## config.mk

```make
export PLATFORM = sky130hd
export DESIGN_NAME = bit_gen_pattern
export DESIGN_NICKNAME = d
export VERILOG_FILES = /design/src/rtl/vga_pattern_pkg.sv /design/src/rtl/box_mover.sv /design/src/rtl/bit_gen_pattern.sv
export SDC_FILE = /design/constraint.sdc
export NUM_CORES = 1
export LEC_CHECK = 0
export ABC_AREA = 1
export CAP_MARGIN = 20
export CORE_MARGIN = 2
export CORE_UTILIZATION = 40
export DETAILED_ROUTE_END_ITERATION = 12
export GPL_ROUTABILITY_DRIVEN = 0
export PLACE_DENSITY = 0.71
export SLEW_MARGIN = 20
export SYNTH_ARGS = -nofsm -noshare
export SYNTH_HDL_FRONTEND = slang
export SYNTH_SLANG_ARGS = --single-unit
```

## constraint.sdc

```tcl
create_clock -name clk -period 5.04 [get_ports clk]
set_clock_uncertainty 0.05 [all_clocks]
set_input_delay 0.756 -clock clk [delete_from_list [all_inputs] [get_ports clk]]
set_output_delay 0.756 -clock clk [all_outputs]
set_load 0.005 [all_outputs]
```

## src/rtl/vga_pattern_pkg.sv

```systemverilog
// Shared types and constants for the VGA pattern generator.
//   pattern_mode_t : pattern select encoding (solid, bars, checker, box)
//   box_dir_t      : bouncing-box direction, bit1 = moving left, bit0 = moving up
//   rgb24_t        : 24-bit pixel payload
//   PALETTE        : fixed 8-entry colour palette
package vga_pattern_pkg;

  typedef enum logic [1:0] {
    MODE_SOLID   = 2'd0,
    MODE_BARS    = 2'd1,
    MODE_CHECKER = 2'd2,
    MODE_BOX     = 2'd3
  } pattern_mode_t;

  typedef enum logic [1:0] {
    RIGHT_DOWN = 2'b00,
    RIGHT_UP   = 2'b01,
    LEFT_DOWN  = 2'b10,
    LEFT_UP    = 2'b11
  } box_dir_t;

  typedef struct packed {
    logic [7:0] r;
    logic [7:0] g;
    logic [7:0] b;
  } rgb24_t;

  localparam int unsigned PAL_N = 8;

  localparam rgb24_t PALETTE [PAL_N] = '{
    24'h3C3C3C, 24'h000080, 24'h008000, 24'h87CEEB,
    24'h800000, 24'hEE82EE, 24'hFFFF00, 24'hFFFFFF
  };

endpackage

```

## src/rtl/box_mover.sv

```systemverilog
// Bouncing-box position and direction state, advanced once per frame.
//   clk, rst    : clock, async active-high reset
//   frame_evt   : one-clk frame event strobe
//   pause       : freezes motion when high
//   box_x/box_y : top-left corner of the box, active-relative pixels
module box_mover
  import vga_pattern_pkg::*;
#(
  parameter int unsigned H_SPAN   = 640,
  parameter int unsigned V_SPAN   = 480,
  parameter int unsigned BOX_SIZE = 32,
  parameter int unsigned STEP     = 2
) (
  input  logic       clk,
  input  logic       rst,
  input  logic       frame_evt,
  input  logic       pause,
  output logic [9:0] box_x,
  output logic [9:0] box_y
);

  localparam int unsigned X_MAX = H_SPAN - BOX_SIZE;
  localparam int unsigned Y_MAX = V_SPAN - BOX_SIZE;

  box_dir_t   state_q, state_d;
  logic [9:0] x_d, y_d;
  logic       x_pos, y_pos;
  logic       nx_pos, ny_pos;

  // State and position registers
  always_ff @(posedge clk or posedge rst) begin
    if (rst) begin
      state_q <= RIGHT_DOWN;
      box_x   <= '0;
      box_y   <= '0;
    end else begin
      state_q <= state_d;
      box_x   <= x_d;
      box_y   <= y_d;
    end
  end

  // Per-axis clamp-and-bounce; 11-bit compares keep pos+STEP from wrapping
  always_comb begin
    state_d = state_q;
    x_d     = box_x;
    y_d     = box_y;
    x_pos   = (state_q == RIGHT_DOWN) || (state_q == RIGHT_UP);
    y_pos   = (state_q == RIGHT_DOWN) || (state_q == LEFT_DOWN);
    nx_pos  = x_pos;
    ny_pos  = y_pos;
    if (frame_evt && !pause) begin
      if (x_pos) begin
        if (11'(box_x) + 11'(STEP) >= 11'(X_MAX)) begin
          x_d    = 10'(X_MAX);
          nx_pos = 1'b0;
        end else begin
          x_d = box_x + 10'(STEP);
        end
      end else begin
        if (box_x <= 10'(STEP)) begin
          x_d    = '0;
          nx_pos = 1'b1;
        end else begin
          x_d = box_x - 10'(STEP);
        end
      end
      if (y_pos) begin
        if (11'(box_y) + 11'(STEP) >= 11'(Y_MAX)) begin
          y_d    = 10'(Y_MAX);
          ny_pos = 1'b0;
        end else begin
          y_d = box_y + 10'(STEP);
        end
      end else begin
        if (box_y <= 10'(STEP)) begin
          y_d    = '0;
          ny_pos = 1'b1;
        end else begin
          y_d = box_y - 10'(STEP);
        end
      end
      state_d = nx_pos ? (ny_pos ? RIGHT_DOWN : RIGHT_UP)
                       : (ny_pos ? LEFT_DOWN  : LEFT_UP);
    end
  end

endmodule

```

## src/rtl/bit_gen_pattern.sv

```systemverilog
// Pattern generator for the VGA pipeline: solid, colour bars, checkerboard
// or bouncing box, coloured from the fixed 8-entry palette.
//   clk, reset          : clock, async active-high reset
//   pix_en              : pixel-rate enable
//   bright              : active-video flag from the timing controller
//   hcount/vcount       : raster counters
//   mode, switches      : pattern select, palette index
//   pause               : freezes box motion
//   VGA_R/VGA_G/VGA_B   : registered colour channels (one pixel latency)
//   frame_tick          : one-clk pulse after the end-of-frame event
module bit_gen_pattern
  import vga_pattern_pkg::*;
#(
  parameter int unsigned COLOR_W  = 8,
  parameter int unsigned H_START  = 144,
  parameter int unsigned H_END    = 784,
  parameter int unsigned V_START  = 35,
  parameter int unsigned V_END    = 515,
  parameter int unsigned BOX_SIZE = 32,
  parameter int unsigned STEP     = 2
) (
  input  logic               clk,
  input  logic               reset,
  input  logic               pix_en,
  input  logic               bright,
  input  logic [9:0]         hcount,
  input  logic [9:0]         vcount,
  input  logic [1:0]         mode,
  input  logic [2:0]         switches,
  input  logic               pause,
  output logic [COLOR_W-1:0] VGA_R,
  output logic [COLOR_W-1:0] VGA_G,
  output logic [COLOR_W-1:0] VGA_B,
  output logic               frame_tick
);

  localparam int unsigned H_SPAN   = H_END - H_START;
  localparam int unsigned V_SPAN   = V_END - V_START;
  localparam int unsigned CELL_BIT = $clog2(BOX_SIZE);

  logic [9:0] ax, ay;
  logic [9:0] box_x, box_y;
  logic [2:0] bar_idx;
  logic       visible, cell_odd, in_box, frame_evt;
  rgb24_t     pix;

  box_mover #(
    .H_SPAN   (H_SPAN),
    .V_SPAN   (V_SPAN),
    .BOX_SIZE (BOX_SIZE),
    .STEP     (STEP)
  ) u_box (
    .clk       (clk),
    .rst       (reset),
    .frame_evt (frame_evt),
    .pause     (pause),
    .box_x     (box_x),
    .box_y     (box_y)
  );

  // Visibility, active-relative coordinates and pattern selection
  always_comb begin
    ax        = hcount - 10'(H_START);
    ay        = vcount - 10'(V_START);
    visible   = bright && (hcount >= 10'(H_START)) && (hcount < 10'(H_END)) &&
                (vcount >= 10'(V_START)) && (vcount < 10'(V_END));
    bar_idx   = 3'({ax, 3'b000} / 13'(H_SPAN));
    cell_odd  = ax[CELL_BIT] ^ ay[CELL_BIT];
    in_box    = (ax >= box_x) && (11'(ax) < 11'(box_x) + 11'(BOX_SIZE)) &&
                (ay >= box_y) && (11'(ay) < 11'(box_y) + 11'(BOX_SIZE));
    frame_evt = pix_en && (hcount == 10'd0) && (vcount == 10'(V_END));
    pix       = '0;
    if (visible) begin
      case (pattern_mode_t'(mode))
        MODE_SOLID:   pix = PALETTE[switches];
        MODE_BARS:    pix = PALETTE[bar_idx];
        MODE_CHECKER: pix = cell_odd ? PALETTE[~switches] : PALETTE[switches];
        MODE_BOX:     if (in_box) pix = PALETTE[switches];
        default:      pix = '0;
      endcase
    end
  end

  // Output registers; channel value is the top COLOR_W bits of the entry
  always_ff @(posedge clk or posedge reset) begin
    if (reset) begin
      VGA_R      <= '0;
      VGA_G      <= '0;
      VGA_B      <= '0;
      frame_tick <= 1'b0;
    end else begin
      frame_tick <= frame_evt;
      if (pix_en) begin
        VGA_R <= pix.r[7 -: COLOR_W];
        VGA_G <= pix.g[7 -: COLOR_W];
        VGA_B <= pix.b[7 -: COLOR_W];
      end
    end
  end

endmodule

```

### Word-level counts from Yosys, hierarchy flattened

Memory sizes are Yosys's and may differ from the RTL's.
Index checks and enable logic that the tools add are counted.

| cells by class | value |
|---|---|
| add/sub/neg operators | 10 |
| div/mod/pow operators | 1 |
| order comparisons | 15 |
| equal/unequal tests | 6 |
| mux-type cells | 27 |
| bitwise gates (word level) | 5 |
| reduce and logical (&&, ||, !) cells | 16 |

Operators by type and width:

| kind | count |
|---|---|
| $mux 24 | 9 |
| $pmux 24 s4 | 1 |
| $mux 10 | 6 |
| $add 10x2->11 const B | 2 |
| $add 10x6->11 const B | 2 |
| $lt 10x11->1 | 2 |
| $add 10x2->10 const B | 2 |
| $ge 10x10->1 | 2 |
| $le 10x2->1 const B | 2 |
| $lt 10x10->1 const B | 2 |
| $sub 10x2->10 const B | 2 |
| $div 13x10->13 const B | 1 |
| $ge 4x4->1 const B | 3 |
| $not 3->4 | 3 |
| $ge 11x10->1 const B | 1 |
| $ge 11x9->1 const B | 1 |
| $eq 10x10->1 const B | 1 |
| $ge 10x6->1 const B | 1 |
| $ge 10x8->1 const B | 1 |
| $logic_and 1x1->1 | 10 |
| $logic_not 10->1 | 1 |
| $mux 1 | 10 |
| $sub 10x6->10 const B | 1 |
| $sub 10x8->10 const B | 1 |
| 8 further kinds | 13 |

| word-level totals | value |
|---|---|
| register bits | 47 |
| bits in read-only memories | 576 |
| input port bits | 30 |
| logic and storage cells | 90 |
| memories kept | 3 |

Memories:

| memory | depth | bits a word | rd ports | clocked after memory_dff | write ports | line | source |
|---|---|---|---|---|---|---|---|
| (no name shown) | 8 | 24 | 1 | 0 | 0 | bit_gen_pattern.sv:78 | `MODE_BOX: if (in_box) pix = PALETTE[switches];` |
| (no name shown) | 8 | 24 | 1 | 0 | 0 | bit_gen_pattern.sv:77 | `MODE_CHECKER: pix = cell_odd ? PALETTE[~switches] : PALETTE[switches];` |
| (no name shown) | 8 | 24 | 1 | 0 | 0 | bit_gen_pattern.sv:76 | `MODE_BARS: pix = PALETTE[bar_idx];` |

### Longest topological paths before layout

| depth | value |
|---|---|
| depth in word-level cells | 8 |
| gate-level depth with buffers | 28 |
| gate-level depth less buffers | 28 |

### Hierarchy

From an unflattened synthesis, not the netlist that was laid out.

| unflattened totals | value |
|---|---|
| cells, all modules | 798 |
| area, all modules | 5213.8 µm² |

By module, submodules not included:

| module | times used | cells each | area each (µm²) |
|---|---|---|---|
| bit_gen_pattern | 1 | 495 | 3260.6 |
| box_mover | 1 | 303 | 1953.1 |

### Least setup slack after synthesis

No wires, ideal clock.

| path | value |
|---|---|
| path type | input port to flip-flop |
| start point | input port hcount[5] |
| end point | register VGA_R[5] |
| library setup time | 123 ps |
| arrival | 3088 ps |
| required time | 4867 ps |
| slack | 1779 ps |
| stages on the path | 25 |
| buffers on the path | 0 |
| cell sequence | inv_1 -> ha_1 -> inv_1 -> or2_1 -> or2_0 -> nand2_1 -> nand3_1 -> nand2_1 -> nand2_2 -> nand2_4 -> nand2_8 -> nand2_2 -> nand3_2 -> nand2_2 -> nand2_4 -> nand2_2 -> nand2_2 -> nand2_2 -> inv_1 -> ha_1 -> o21a_1 -> nand2_1 -> o211ai_1 -> o21ai_0 -> nand2_1 |

| between the ends | value |
|---|---|
| word-level cells in the longest chain between the ends | 8 |

RTL lines:

| what | line | source |
|---|---|---|
| start: declaration | bit_gen_pattern.sv:26 | `input logic [9:0] hcount,` |
| $sub 10x8->10 | bit_gen_pattern.sv:63 | `ax = hcount - 10'(H_START);` |
| $div 13x10->13 (tied with other cells) | bit_gen_pattern.sv:67 | `bar_idx = 3'({ax, 3'b000} / 13'(H_SPAN));` |
| $not 3->4 (implied by the code) or $logic_and 1x1->1 (tied branches) | bit_gen_pattern.sv:76, bit_gen_pattern.sv:69 |  |
| $mem_v2 8x24 or $logic_and 1x1->1 (tied branches) | -- |  |
| $mux 24 (implied by the code) or $logic_and 1x1->1 (tied branches) | bit_gen_pattern.sv:76, bit_gen_pattern.sv:70 |  |
| $mux 24, on equally long branches | bit_gen_pattern.sv:76, bit_gen_pattern.sv:78 |  |
| $pmux 24 s4 | bit_gen_pattern.sv:74 | `case (pattern_mode_t'(mode))` |
| $mux 24 (*) | bit_gen_pattern.sv:73 | `if (visible) begin` |
| end signal: assignment | bit_gen_pattern.sv:94 | `VGA_R <= pix.r[7 -: COLOR_W];` |
| end: declaration | bit_gen_pattern.sv:31 | `output logic [COLOR_W-1:0] VGA_R,` |

Every way passes the cells marked *; elsewhere a longest branch is shown, timed or not. The select of a mux whose other input is x is not followed.
A chain may end at the register's enable or synchronous reset.

### Final worst setup path

| path | value |
|---|---|
| start point | input port vcount[0] |
| end point | register VGA_B[0] |

| between the ends | value |
|---|---|
| word-level cells in the longest chain between the ends | 7 |

RTL lines:

| what | line | source |
|---|---|---|
| start: declaration | bit_gen_pattern.sv:27 | `input logic [9:0] vcount,` |
| $sub 10x6->10 | bit_gen_pattern.sv:64 | `ay = vcount - 10'(V_START);` |
| $ge 10x10->1 | bit_gen_pattern.sv:70 | `(ay >= box_y) && (11'(ay) < 11'(box_y) + 11'(BOX_SIZE));` |
| $logic_and 1x1->1 | bit_gen_pattern.sv:69 | `in_box = (ax >= box_x) && (11'(ax) < 11'(box_x) + 11'(BOX_SIZE)) &&` |
| $logic_and 1x1->1 | bit_gen_pattern.sv:70 |  |
| $mux 24 | bit_gen_pattern.sv:78 |  |
| $pmux 24 s4 | bit_gen_pattern.sv:74 |  |
| $mux 24 (*) | bit_gen_pattern.sv:73 |  |
| end signal: assignment | bit_gen_pattern.sv:96 | `VGA_B <= pix.b[7 -: COLOR_W];` |
| end: declaration | bit_gen_pattern.sv:33 | `output logic [COLOR_W-1:0] VGA_B,` |

Every way passes the cells marked *; elsewhere a longest branch is shown, timed or not.

==> results.ini <==
[outcome]
outcome = finished, final reports clean

[timing]
grt_setup_unrepaired = no
number_of_slew_limit_violations_in_the_final_report = 0
final.setup.worst_slack_ns = 1.044
total_of_endpoints_with_negative_setup_slack_in_the_final_report = 0
totalNegativeSetupSlack_ns = 0
fin_crit_ns = 3.996
max-slew-margin-rel = 0.4497
fmax_mhz = 250.2
worstMarginPinSlew_ns = 0.8224
fin_crit_sh = 0.7929
finalHoldViolations = 0

[logic_synthesis]
synthSimpleGateAreaFrac = 0.3102
postSynth.asyncResetShare = 1.000
adder_and_majority_gate_portion_of_the_synthesized_area = 0.1429
syn_area_sq_um = 4727
syn_warnings = 0
synth_area_leaders = dfrtp_1 (20%), ha_1 (14%), nand2_1 (12%)
synth_cells = 713
synth_compound_area_frac = 0.1940
synth_area_per_inst_sq_um = 6.630
ys_seq_elements = 37
number_of_synthesized_flops_with_an_enable_pin = 0
synthXorXnorAreaFrac = 0.05003
muxShareOfSynthArea = 0.002382
post-synth-top-area-fraction = 0.1959
synth_top_family_by_area = simple AND/OR/NAND/NOR gates
synth_largest_area_cell = dfrtp_1
netlist-cell-type-count = 51
synth_seq_area_share = 0.1959
dominantRegCellSynth = dfrtp_1
synthesis.nets = 797

[power_and_ir_drop]
peakVddDrop_mv = 0.1351
power-per-cell-area_nw_per_um2 = 187.7
leak_pwr_uw = 0.002682

[detailed_routing]
detail_route.iter0.violations = 354
postRouteWirelength_um = 12860
route.detailed.vias_per_inst = 5.374
num_vias = 4842
dr.pass1.iters = 5
postRouteAntennaNets = 0
drc = 0
avgRoutedWirePerCell_um = 14.27

[place]
detailedPlacementHpwl_um = 10140
detailedPlace.worstSlack_ns = 0.7753
port-buffer-count = 54
numPlacedInstances = 893

[critical_path]
critical_path.slowest_cell = a2111oi_0
worst_path_dominant_cell_family = simple AND/OR/NAND/NOR gates
path_cells = clkdlybuf4s50_1, ha_1, nor2_1, inv_1, nor2_1, inv_1, nand2_1, nand2_1, xor2_1, ha_1, nand2_1, o21ai_0, a2111oi_0, nor3_2, buf_4, nand2_1, nor2_1, o21ai_0, nand2_1
max_stage_delay_ns = 0.53
critical_path_buf_inv_count = 4
timing.critical_path.to_type = flip-flop
critical_path.max_fanout = 11
worst_ep_required_time_ns = 5.16
cp_common_cell = nand2_1
setup.worst_path.start_class = input port
arrival_ns = 4.11
setup.worst_path.class = in2reg

[die]
die_y_um = 112.7
fp.dieArea_sq_um = 12700
dieWidth_um = 112.7
initial_core_util = 0.4122
coreArea_sq_um = 11470
floorplan.rows = 39
top_level_pins = 55

[clocking]
clock_latency_ns = 0.29
cts_sinks = 37
clock-root-buffer = clkbuf_16
post_cts_resized = 0
cts_hold_buf = 0
cts_setup_buffers = 0
inserted_clock_buffers = 5
cts_htree_levels = 2
clockBufferDepth = 2
cts_tree = built
cts.clk_slew.worst_paths_ns = 0.06

[layout]
post_layout_nonfiller_instances = 901
share_of_layout_cells_above_drive_strength_1 = 0.07784
post-route-util = 0.4822
finish.net_count = 841
layout-area-overhead-vs-synth_pct = 16.97
antenna-diode-count = 0

[job]
drv_cap = 0

[global_routing]
initial_antenna_violation_count = 0
via_count_of_the_first_global_routing_pass = 4421
first_pass_grt_wire_length_um = 21600
grt_max_degree = 38
globalRouteOverflowTotal = 0
global_route.usage.total = 0.2068

[worst_hold_path]
min-delay-path-class = reg2reg

==> Yosys cell counts, types with 2 or more instances <==
library cell / count
nand2_1: 150
inv_1: 87
nor2_1: 68
ha_1: 54
a21oi_1: 49
o21ai_0: 46
nand3_1: 39
dfrtp_1: 37
xor2_1: 25
nand2_2: 18
o211ai_1: 13
nor3_1: 11
inv_2: 10
buf_4: 9
a31oi_1: 8
clkbuf_1: 8
nand4_1: 7
a22oi_1: 6
nand2_4: 6
a211oi_1: 4
nand3_2: 4
o21a_1: 4
o21ai_1: 4
or2_2: 4
buf_2: 3
clkinv_1: 3
o22ai_1: 3
a2111oi_0: 2
a221oi_1: 2
a22o_1: 2
nand3b_1: 2
o2111ai_1: 2
o221ai_1: 2
o32ai_1: 2
or2_0: 2
xnor2_1: 2
==> metrics by stage <==
step                hold slack [ns]  total power, uW  cell area [sq um]
floorplan                    0.4224            552.3               4727
global placement             0.4122            658.2               5356
detailed placement           0.4188            659.5               5356
CTS                          0.4350             1042               5529
global route                 0.4747             1100               5529
finish                       0.4275             1038               5529
==> layout by cell type (no fill, tap or decap), types with 3 or more instances in the layout <==
master,n
ha_1,54
a31oi_1,8
o22ai_1,3
a22oi_1,6
nand2_4,6
nand3_1,39
nor3_1,11
clkinv_1,3
nand3_2,4
buf_4,3
a21oi_1,49
nand4_1,7
nor2_1,68
clkdlybuf4s50_1,54
nand2_2,18
inv_1,87
or2_2,4
inv_2,10
dfrtp_1,37
o21a_1,4
nand2_1,150
xor2_1,25
o21ai_0,46
a211oi_1,4
clkbuf_16,5
o211ai_1,13
o21ai_1,4
==> final cells by class <==
type / instances / area, sq um
fill: 1138 / 5938
multi-input combinational: 555 / 3307
sequential: 37 / 925.9
timing repair buffer: 57 / 563.0
inverter: 101 / 381.6
tap: 143 / 178.9
clock buffer: 7 / 142.6
clock inverter: 1 / 30.03
==> registers in the layout, indices dropped and copies added (netlist names) <==
register and count:
u_box.box_x 9, u_box.box_y 9, VGA_R 7, VGA_B 6, VGA_G 3, u_box.state_q 2, frame_tick 1
==> path summary, 6_finish.rpt <==
kind / from / slack (ns) / endpoint / cells past startpoint
max: vcount[0] / 1.04 / VGA_B[0] / 19
min: VGA_R[2] / 0.43 / VGA_R[2] / 2
max reg2reg: u_box.box_x[5] / 1.90 / VGA_B[2] / 16
min reg2reg: VGA_R[2] / 0.43 / VGA_R[2] / 2
max in group asynchronous: reset / 3.73 / u_box.box_x[9] / 3
min in group asynchronous: reset / 0.84 / VGA_B[5] / 3
==> tightest hold or removal path, delay by kind of cell, from the launching register on <==
| family | cells | cell delay (ns) |
|---|---|---|
| DFF | 1 | 0.34 |
| and+or+nand+nor | 2 | 0.10 |
==> layer usage <==
layer	share of wire	global-route usage	routed length, um
met2	0.44	0.3238	5651
met5	0	0	0
met3	0.079	0.03160	1015
met4	0.018	0.05203	227
met1	0.46	0.2993	5961
==> report_power, final <==
group | switching, uW | leakage (uW) | internal [uW]
combinational | 214 | 0.00216 | 135
clock | 132 | 0.0000841 | 248
sequential | 5.17 | 0.000440 | 305
total | 351 | 0.00268 | 687
==> kinds of logic (layout without fill, tap and decap cells) <==
group                      count (synthesis)  count (layout)
adders and majority gates                 54              54
AOI/OAI and AO/OA                        154             154
DFF                                       37              37
muxes                                      1               1
and+or+nand+nor                          319             319
xor gates and xnor gates                  27              27
buffers and inverters                    121             166
(Power assumes the default switching activity.)
